==> config.mk <==
export PLATFORM = sky130hd
export DESIGN_NAME = sdram_arbiter_flat
export DESIGN_NICKNAME = d
export VERILOG_FILES = /design/src/rtl/sdram_arbiter_if.sv /design/src/rtl/sdram_arbiter.sv /design/src/flat_wrapper.sv
export SDC_FILE = /design/constraint.sdc
export NUM_CORES = 1
export LEC_CHECK = 0
export ABC_AREA = 1
export BUFFER_PORTS_ARGS = -buffer_cell sky130_fd_sc_hd__buf_2
export CORE_MARGIN = 2
export CORE_UTILIZATION = 30
export DETAILED_ROUTE_END_ITERATION = 16
export GPL_TIMING_DRIVEN = 0
export SETUP_SLACK_MARGIN = 0.5
export SKIP_CTS_REPAIR_TIMING = 1
export SLEW_MARGIN = 5
export SYNTH_ARGS = -nofsm -noshare
export SYNTH_HDL_FRONTEND = slang
export SYNTH_SLANG_ARGS = --single-unit
==> constraint.sdc <==
create_clock -name clk -period 2.2 [get_ports clk]
set_input_delay 0 -clock clk [delete_from_list [all_inputs] [get_ports clk]]
set_output_delay 0 -clock clk [all_outputs]
set_load 0.005 [all_outputs]
==> src/rtl/sdram_arbiter_if.sv <==
// Client/controller bundle of the SDRAM arbiter: per-port request buses plus
// the single shared controller user-side bus.
interface sdram_arbiter_if #(
  parameter int NPORTS    = 4,
  parameter int ADDR_BITS = 24,
  parameter int DATA_BITS = 16
) ();
  logic [NPORTS-1:0]           req_r;
  logic [NPORTS-1:0]           req_w;
  logic [NPORTS*ADDR_BITS-1:0] req_addr;
  logic [NPORTS*DATA_BITS-1:0] req_dw;
  logic [NPORTS-1:0]           ack;
  logic [NPORTS-1:0]           rvalid;
  logic [DATA_BITS-1:0]        rdata;
  logic [ADDR_BITS-1:0]        m_addr;
  logic                        m_r;
  logic                        m_w;
  logic [DATA_BITS-1:0]        m_dw;
  logic [DATA_BITS-1:0]        m_dr;
  logic                        m_busy;

  modport slave (
    input  req_r, req_w, req_addr, req_dw, m_dr, m_busy,
    output ack, rvalid, rdata, m_addr, m_r, m_w, m_dw
  );

  modport master (
    output req_r, req_w, req_addr, req_dw, m_dr, m_busy,
    input  ack, rvalid, rdata, m_addr, m_r, m_w, m_dw
  );
endinterface

==> src/rtl/sdram_arbiter.sv <==
// Round-robin arbiter sharing one SDRAM controller between NPORTS clients;
// one transaction in flight, read data routed back to the granted port.
module sdram_arbiter #(
  parameter int NPORTS    = 4,
  parameter int ADDR_BITS = 24,
  parameter int DATA_BITS = 16
) (
  input logic          clk,
  input logic          rst,
  sdram_arbiter_if.slave bus
);
  localparam int PW = (NPORTS > 1) ? $clog2(NPORTS) : 1;

  typedef enum logic [1:0] {IDLE, ISSUE, WAIT, DONE} state_t;

  state_t                state_q, state_d;
  logic [PW-1:0]         ptr_q, ptr_d;
  logic [PW-1:0]         grant_q, grant_d;
  logic                  seen_q, seen_d;
  logic                  is_read_q, is_read_d;
  logic [NPORTS-1:0]     ack_q, ack_d;
  logic [NPORTS-1:0]     rvalid_q, rvalid_d;
  logic [DATA_BITS-1:0]  rdata_q, rdata_d;
  logic [ADDR_BITS-1:0]  m_addr_q, m_addr_d;
  logic [DATA_BITS-1:0]  m_dw_q, m_dw_d;
  logic                  m_r_q, m_r_d;
  logic                  m_w_q, m_w_d;

  logic [NPORTS-1:0]     req_any;
  logic [ADDR_BITS-1:0]  addr_arr [NPORTS];
  logic [DATA_BITS-1:0]  dw_arr   [NPORTS];
  logic                  found;
  logic [PW-1:0]         gsel;
  logic [PW-1:0]         idx;

  generate
    for (genvar gi = 0; gi < NPORTS; gi++) begin : g_port
      assign req_any[gi]  = bus.req_r[gi] | bus.req_w[gi];
      assign addr_arr[gi] = bus.req_addr[gi*ADDR_BITS +: ADDR_BITS];
      assign dw_arr[gi]   = bus.req_dw[gi*DATA_BITS +: DATA_BITS];
    end
  endgenerate

  // First requesting port at or after ptr, wrapping modulo NPORTS.
  always_comb begin
    found = 1'b0;
    gsel  = '0;
    idx   = '0;
    for (int k = 0; k < NPORTS; k++) begin
      idx = PW'((int'(ptr_q) + k) % NPORTS);
      if (!found && req_any[idx]) begin
        found = 1'b1;
        gsel  = idx;
      end
    end
  end

  always_comb begin
    state_d   = state_q;
    ptr_d     = ptr_q;
    grant_d   = grant_q;
    seen_d    = seen_q;
    is_read_d = is_read_q;
    ack_d     = '0;
    rvalid_d  = '0;
    rdata_d   = rdata_q;
    m_addr_d  = m_addr_q;
    m_dw_d    = m_dw_q;
    m_r_d     = 1'b0;
    m_w_d     = 1'b0;
    case (state_q)
      IDLE: begin
        if (!bus.m_busy && found) begin
          state_d     = ISSUE;
          grant_d     = gsel;
          m_addr_d    = addr_arr[gsel];
          m_dw_d      = dw_arr[gsel];
          // A write wins when both are requested; the ack retires both.
          m_w_d       = bus.req_w[gsel];
          m_r_d       = !bus.req_w[gsel];
          is_read_d   = !bus.req_w[gsel];
          ack_d[gsel] = 1'b1;
          ptr_d       = (gsel == PW'(NPORTS - 1)) ? '0 : gsel + 1'b1;
        end
      end
      ISSUE: begin
        state_d = WAIT;
        seen_d  = 1'b0;
      end
      WAIT: begin
        if (bus.m_busy) begin
          seen_d = 1'b1;
        end else if (seen_q) begin
          state_d = DONE;
          if (is_read_q) begin
            rdata_d           = bus.m_dr;
            rvalid_d[grant_q] = 1'b1;
          end
        end
      end
      DONE:    state_d = IDLE;
      default: state_d = IDLE;
    endcase
  end

  always_ff @(posedge clk or posedge rst) begin
    if (rst) begin
      state_q   <= IDLE;
      ptr_q     <= '0;
      grant_q   <= '0;
      seen_q    <= 1'b0;
      is_read_q <= 1'b0;
      ack_q     <= '0;
      rvalid_q  <= '0;
      rdata_q   <= '0;
      m_addr_q  <= '0;
      m_dw_q    <= '0;
      m_r_q     <= 1'b0;
      m_w_q     <= 1'b0;
    end else begin
      state_q   <= state_d;
      ptr_q     <= ptr_d;
      grant_q   <= grant_d;
      seen_q    <= seen_d;
      is_read_q <= is_read_d;
      ack_q     <= ack_d;
      rvalid_q  <= rvalid_d;
      rdata_q   <= rdata_d;
      m_addr_q  <= m_addr_d;
      m_dw_q    <= m_dw_d;
      m_r_q     <= m_r_d;
      m_w_q     <= m_w_d;
    end
  end

  assign bus.ack    = ack_q;
  assign bus.rvalid = rvalid_q;
  assign bus.rdata  = rdata_q;
  assign bus.m_addr = m_addr_q;
  assign bus.m_dw   = m_dw_q;
  assign bus.m_r    = m_r_q;
  assign bus.m_w    = m_w_q;
endmodule

==> src/flat_wrapper.sv <==
// flat-port wrapper written by rule: the top's interface ports become plain ports
module sdram_arbiter_flat 
#(
  parameter int NPORTS    = 4,
  parameter int ADDR_BITS = 24,
  parameter int DATA_BITS = 16
)
  (clk, rst, bus_req_r, bus_req_w, bus_req_addr, bus_req_dw, bus_m_dr, bus_m_busy, bus_ack, bus_rvalid, bus_rdata, bus_m_addr, bus_m_r, bus_m_w, bus_m_dw);
  sdram_arbiter_if #(.NPORTS(NPORTS), .ADDR_BITS(ADDR_BITS), .DATA_BITS(DATA_BITS)) bus_i ();
  input logic clk;
  input logic rst;
  input wire logic [$bits(bus_i.req_r)-1:0] bus_req_r;
  input wire logic [$bits(bus_i.req_w)-1:0] bus_req_w;
  input wire logic [$bits(bus_i.req_addr)-1:0] bus_req_addr;
  input wire logic [$bits(bus_i.req_dw)-1:0] bus_req_dw;
  input wire logic [$bits(bus_i.m_dr)-1:0] bus_m_dr;
  input wire logic [$bits(bus_i.m_busy)-1:0] bus_m_busy;
  output wire logic [$bits(bus_i.ack)-1:0] bus_ack;
  output wire logic [$bits(bus_i.rvalid)-1:0] bus_rvalid;
  output wire logic [$bits(bus_i.rdata)-1:0] bus_rdata;
  output wire logic [$bits(bus_i.m_addr)-1:0] bus_m_addr;
  output wire logic [$bits(bus_i.m_r)-1:0] bus_m_r;
  output wire logic [$bits(bus_i.m_w)-1:0] bus_m_w;
  output wire logic [$bits(bus_i.m_dw)-1:0] bus_m_dw;
  assign bus_i.req_r = bus_req_r;
  assign bus_i.req_w = bus_req_w;
  assign bus_i.req_addr = bus_req_addr;
  assign bus_i.req_dw = bus_req_dw;
  assign bus_i.m_dr = bus_m_dr;
  assign bus_i.m_busy = bus_m_busy;
  assign bus_ack = bus_i.ack;
  assign bus_rvalid = bus_i.rvalid;
  assign bus_rdata = bus_i.rdata;
  assign bus_m_addr = bus_i.m_addr;
  assign bus_m_r = bus_i.m_r;
  assign bus_m_w = bus_i.m_w;
  assign bus_m_dw = bus_i.m_dw;
  sdram_arbiter #(.NPORTS(NPORTS), .ADDR_BITS(ADDR_BITS), .DATA_BITS(DATA_BITS)) u_core (.clk(clk), .rst(rst), .bus(bus_i));
endmodule
After elaboration in Yosys (flattened, before gate mapping)
Cells that the tools add are included. Widths: inputs -> output; s select.

Bits in registers: 74. Input port bits: 187. Output and inout bits: 66. Word-level logic and storage cells: 101.

Add/subtract/negate cells: 4. Order comparisons: 9. Equal/unequal tests: 8. Mux-type cells: 45. Bitwise operators: 6. Reduce and logical (&&, ||, !) cells: 17.

Operators by type and width (number): $bmux 24 s2 (1); $mux 24 (2); $bmux 16 s2 (1); $mux 16 (2); $mux 4 (6); $lt 2x3->1 const B (6); $mux 1 (16); $mux 2 (8); $bmux 1 s2 (5); $pmux 2 s4 (1); $eq 2x2->1 const B (3); $logic_and 1x1->1 (6); $logic_not 1->1 (5); $add 2x1->2 const B (2); $add 2x2->2 const B (2); $demux 1 s2 (2); $ge 2x1->1 const B (2); $ne 2x1->1 const B (2); $ne 2x2->1 const B (2); $or 1x1->1 (4); $reduce_and 2->1 (2); $reduce_and 4->1 (1); $ge 3x3->1 const B (1); $not 2->3 (1); other kinds (6) (6).

Longest topological paths before layout
Depth in word-level cells: 19. Depth in mapped cells: 16. Gate-level depth less buffers: 14.

Worst setup path after synthesis
OpenSTA, ideal clock, no wires.

Path type: flip-flop to flip-flop. Start: register u_core.ptr_q[0]. End: register u_core.ptr_q[1]. Setup time: 0.126 ns. Arrival time: 1.864 ns. Required time: 2.074 ns. Slack: 0.209 ns. Stages on the path, launching flop included: 15. Buffers on the path: 3. Clock period less this slack: 1.991 ns. Cell sequence: dfrtp_1 buf_4 inv_4 nand2_1 nand3_1 nand2_2 nor2_4 nand3_4 nand3_2 buf_6 buf_6 inv_1 ha_1 nand2_1 o21ai_0.

Cells in the longest elaborated chain, start to end: 14. Elaborated cells between the ends (all ways): 30. Those cells by class: add/sub: 4; eq/ne: 1; mux: 17; reduce/logical: 8.

RTL lines: from (decl) (line sdram_arbiter.sv:17) `logic [PW-1:0] ptr_q, ptr_d;`; from (signal assigned) (line sdram_arbiter.sv:122) `ptr_q <= ptr_d;`; branches (longest 11 deep; another with $add 2x1->2); $mux 2 * (line sdram_arbiter.sv:51) `if (!found && req_any[idx]) begin`; net u_core.gsel[0] (line sdram_arbiter.sv:33) `logic [PW-1:0] gsel;`; $add 2x1->2 / $eq 2x2->1 (equally long branches) (line sdram_arbiter.sv:83) `ptr_d = (gsel == PW'(NPORTS - 1)) ? '0 : gsel + 1'b1;`; $mux 2 * (line sdram_arbiter.sv:83).

Mark *: on every way through the listed nets, which the timed path passes. The select of a mux whose other input is x is not followed. A chain may end at the register's enable or synchronous reset.

Worst setup path in the final report
Ends and elaborated chain as after synthesis.

==> run metrics <==
initial antenna violation count 0; commonest non-fill, non-tap cell in the layout buf_2; met1 Resource Use GR 0.263; Placed Instances 1,051; post-synth top area share 0.412; failing checks negative hold slack; syn_area_per_cell 7.33 sq um; status complete, but fails checks; Worst Hold Class in -> reg; DRC violations left 0; Yosys top cell by area dfrtp_1; RR Endpoint u_core.ptr_q[1]$_DFFE_PP0P_; final WL 17,600 um; Critical Path RT 2.46 ns; Detail Placement HPWL 12,700 um; Nets 1,101; most frequent cells in the layout buf_2, nand3_1, nand2_1; pin count of the biggest net entering global routing 33; Pins Over Slew Limit 0; die area 16,000 sq um; Mapped Area 4490 sq um; worst hold stages 5; n_diodes 0; Global Route met3 Usage 0.0468; CP Max Fanout 6; Final Worst Setup Slack 0.127 ns; Fin. Hold Viols 20; post-route ant nets 0; flop2flop setup slack 0.13 ns; Die X 126 um; die height 126 um; Crit path arrival time 2.33 ns; layout cells sized above 1 0.442; Peak Freq 482 MHz; worst-case clock buffer depth 2; Power, Total 0.0117 W; Slew headroom 0.703; sequential fraction of the synthesis area 0.412; crit path kind reg -> reg; Peak VDD IR 0.803 mV; period utilisation layout 0.942; Worst Hold Launch bus_req_dw[4]; Avg Vias per Cell 4.85; pre-CTS WS -0.00894 ns; area of the core 14,600 sq um; clk slew on worst S/H paths 0.06 ns; area grow syn2layout 56.7%; WL/cell 16.0 um; Non-Filler Instances 1,096; starting density of the core 0.308; met2 usage 0.351; drt pass-1 iters 5; wire length of the first global-routing pass 26,000 um; CTS tree yes; io pins 253; syn nets 807; nature of the critical path startpoint flop; CTS buffer count 9; worst r2r path cells 14; Yosys warnings 0; routability cong. 0.819; Root Driver clkbuf_16; Cell variety after synth 22; clock sink count 74; vias post-DR 5,315; gr usage total 0.208; max capacitance violation total 0; H-tree depth 3; clock latency on the worst-skew pair 0.34 ns; Hold Path End u_core.bus.m_dw[4]$_DFFE_PP0P_; Finish-stage setup viols 0; row count 44; Yosys reg bits 74; final clock skew 0.00636 ns; endpoint class of the critical path flop; GR Overflow Total 0; DRT iter0 DRCs 176; WHS -0.0192 ns; RSZ-0062 raised after global routing yes; busiest grt layer met2; RR Startpoint u_core.ptr_q[0]$_DFFE_PP0P_; vias in the first global route 5,056; fin crit period 2.07 ns; pwr dens 1660 nW/um^2; P_leak 3.84 nW; largest cells by area after synthesis dfrtp_1, nand3_1, nand2_1; Slew @ Worst Pin 0.445 ns; Port-buffer cells 252; Post-Syn Instances 613
-- per-layer routing --
layer,vias to the layer above,share of wire
met5,-,0
met4,0,0.016
met3,21,0.075
met2,240,0.48
met1,2422,0.43
li1,2632,-
-- cells by family after synthesis --
group | Yosys count | synth area share
simple gates | 440 | 0.438
flops | 74 | 0.412
buf+inv | 67 | 0.0791
mux | 16 | 0.0401
compound gates | 9 | 0.0106
fa+ha+maj | 7 | 0.0195
-- report_power, final --
group | internal [W] | switching (W) | leakage (nW) | total [W]
clock network | 0.000911 | 0.000610 | 0.149 | 0.00152
registers | 0.00196 | 0.000296 | 0.928 | 0.00226
logic | 0.00343 | 0.00450 | 2.76 | 0.00793
total | 0.00630 | 0.00540 | 3.84 | 0.0117
-- cell usage after synthesis --
| library cell | number |
|---|---|
| a21oi_1 | 3 |
| nand4_1 | 1 |
| buf_6 | 6 |
| dfrtp_1 | 74 |
| nand3_2 | 2 |
| nand3_4 | 1 |
| inv_4 | 1 |
| inv_2 | 3 |
| nor3_1 | 4 |
| ha_1 | 7 |
| buf_4 | 5 |
| nor2_4 | 1 |
| nand2_1 | 199 |
| nor2_1 | 15 |
| nand2_2 | 3 |
| mux2_2 | 16 |
| buf_2 | 30 |
| inv_1 | 17 |
| o21bai_1 | 1 |
| clkbuf_1 | 5 |
| o21ai_0 | 5 |
| nand3_1 | 214 |
-- flip-flops by register name (all words and copies together), names as in the netlist --
name               cells
u_core.grant_q         2
u_core.seen_q          1
u_core.bus.m_dw       16
u_core.bus.rdata      16
u_core.is_read_q       1
u_core.bus.ack         4
u_core.ptr_q           2
u_core.bus.rvalid      4
u_core.bus.m_addr     24
u_core.bus.m_w         1
u_core.state_q         2
u_core.bus.m_r         1
-- area by class of cell --
| class | count | area [sq um] |
|---|---|---|
| plain buffers | 46 | 402 |
| clock buffers | 10 | 239 |
| clock inverters | 6 | 65.1 |
| fillers | 1480 | 7550 |
| inverters | 21 | 105 |
| multi-input cells | 472 | 2490 |
| flip-flops and latches | 74 | 1850 |
| well taps | 184 | 230 |
| repair buffers | 283 | 1650 |
-- through the flow --
step	utilization	cell area (sq um)	TNS [ns]
after floorplan	-	4550	0
after global placement	0.414	6040	-0.00428
after detailed placement	0.417	6080	-0.00894
after CTS	0.438	6380	-0.120
after global routing	0.482	7040	0
final	0.482	7040	0
-- critical path, stage by stage (launching register included) --
cell and delay (ns):
dfrtp_1 0.35, buf_6 0.15, buf_6 0.14, nand2_4 0.06, nand3_4 0.11, nand2_4 0.07, nor2_4 0.15, nand3_4 0.13
nand3_4 0.15, buf_12 0.15, buf_12 0.13, inv_6 0.03, ha_4 0.25, nand2_2 0.03, o21ai_1 0.07
-- worst max-delay path by stage --
stage / depth (start not counted) / end / from / slack, ns
5_1_grt: 14 / u_core.bus.m_dw[3]$_DFFE_PP0P_ / u_core.ptr_q[0]$_DFFE_PP0P_ / 0.02
2_1_floorplan: 15 / u_core.ptr_q[1]$_DFFE_PP0P_ / u_core.ptr_q[0]$_DFFE_PP0P_ / 0.37
3_3_place_gp: 15 / u_core.bus.m_addr[5]$_DFFE_PP0P_ / u_core.ptr_q[0]$_DFFE_PP0P_ / -0.004
4_1_cts: 15 / u_core.bus.m_addr[5]$_DFFE_PP0P_ / u_core.ptr_q[0]$_DFFE_PP0P_ / -0.04
6_report: 14 / u_core.ptr_q[1]$_DFFE_PP0P_ / u_core.ptr_q[0]$_DFFE_PP0P_ / 0.13
3_5_place_dp: 14 / u_core.bus.m_addr[5]$_DFFE_PP0P_ / u_core.ptr_q[0]$_DFFE_PP0P_ / -0.009
(Power assumes the default switching activity.)
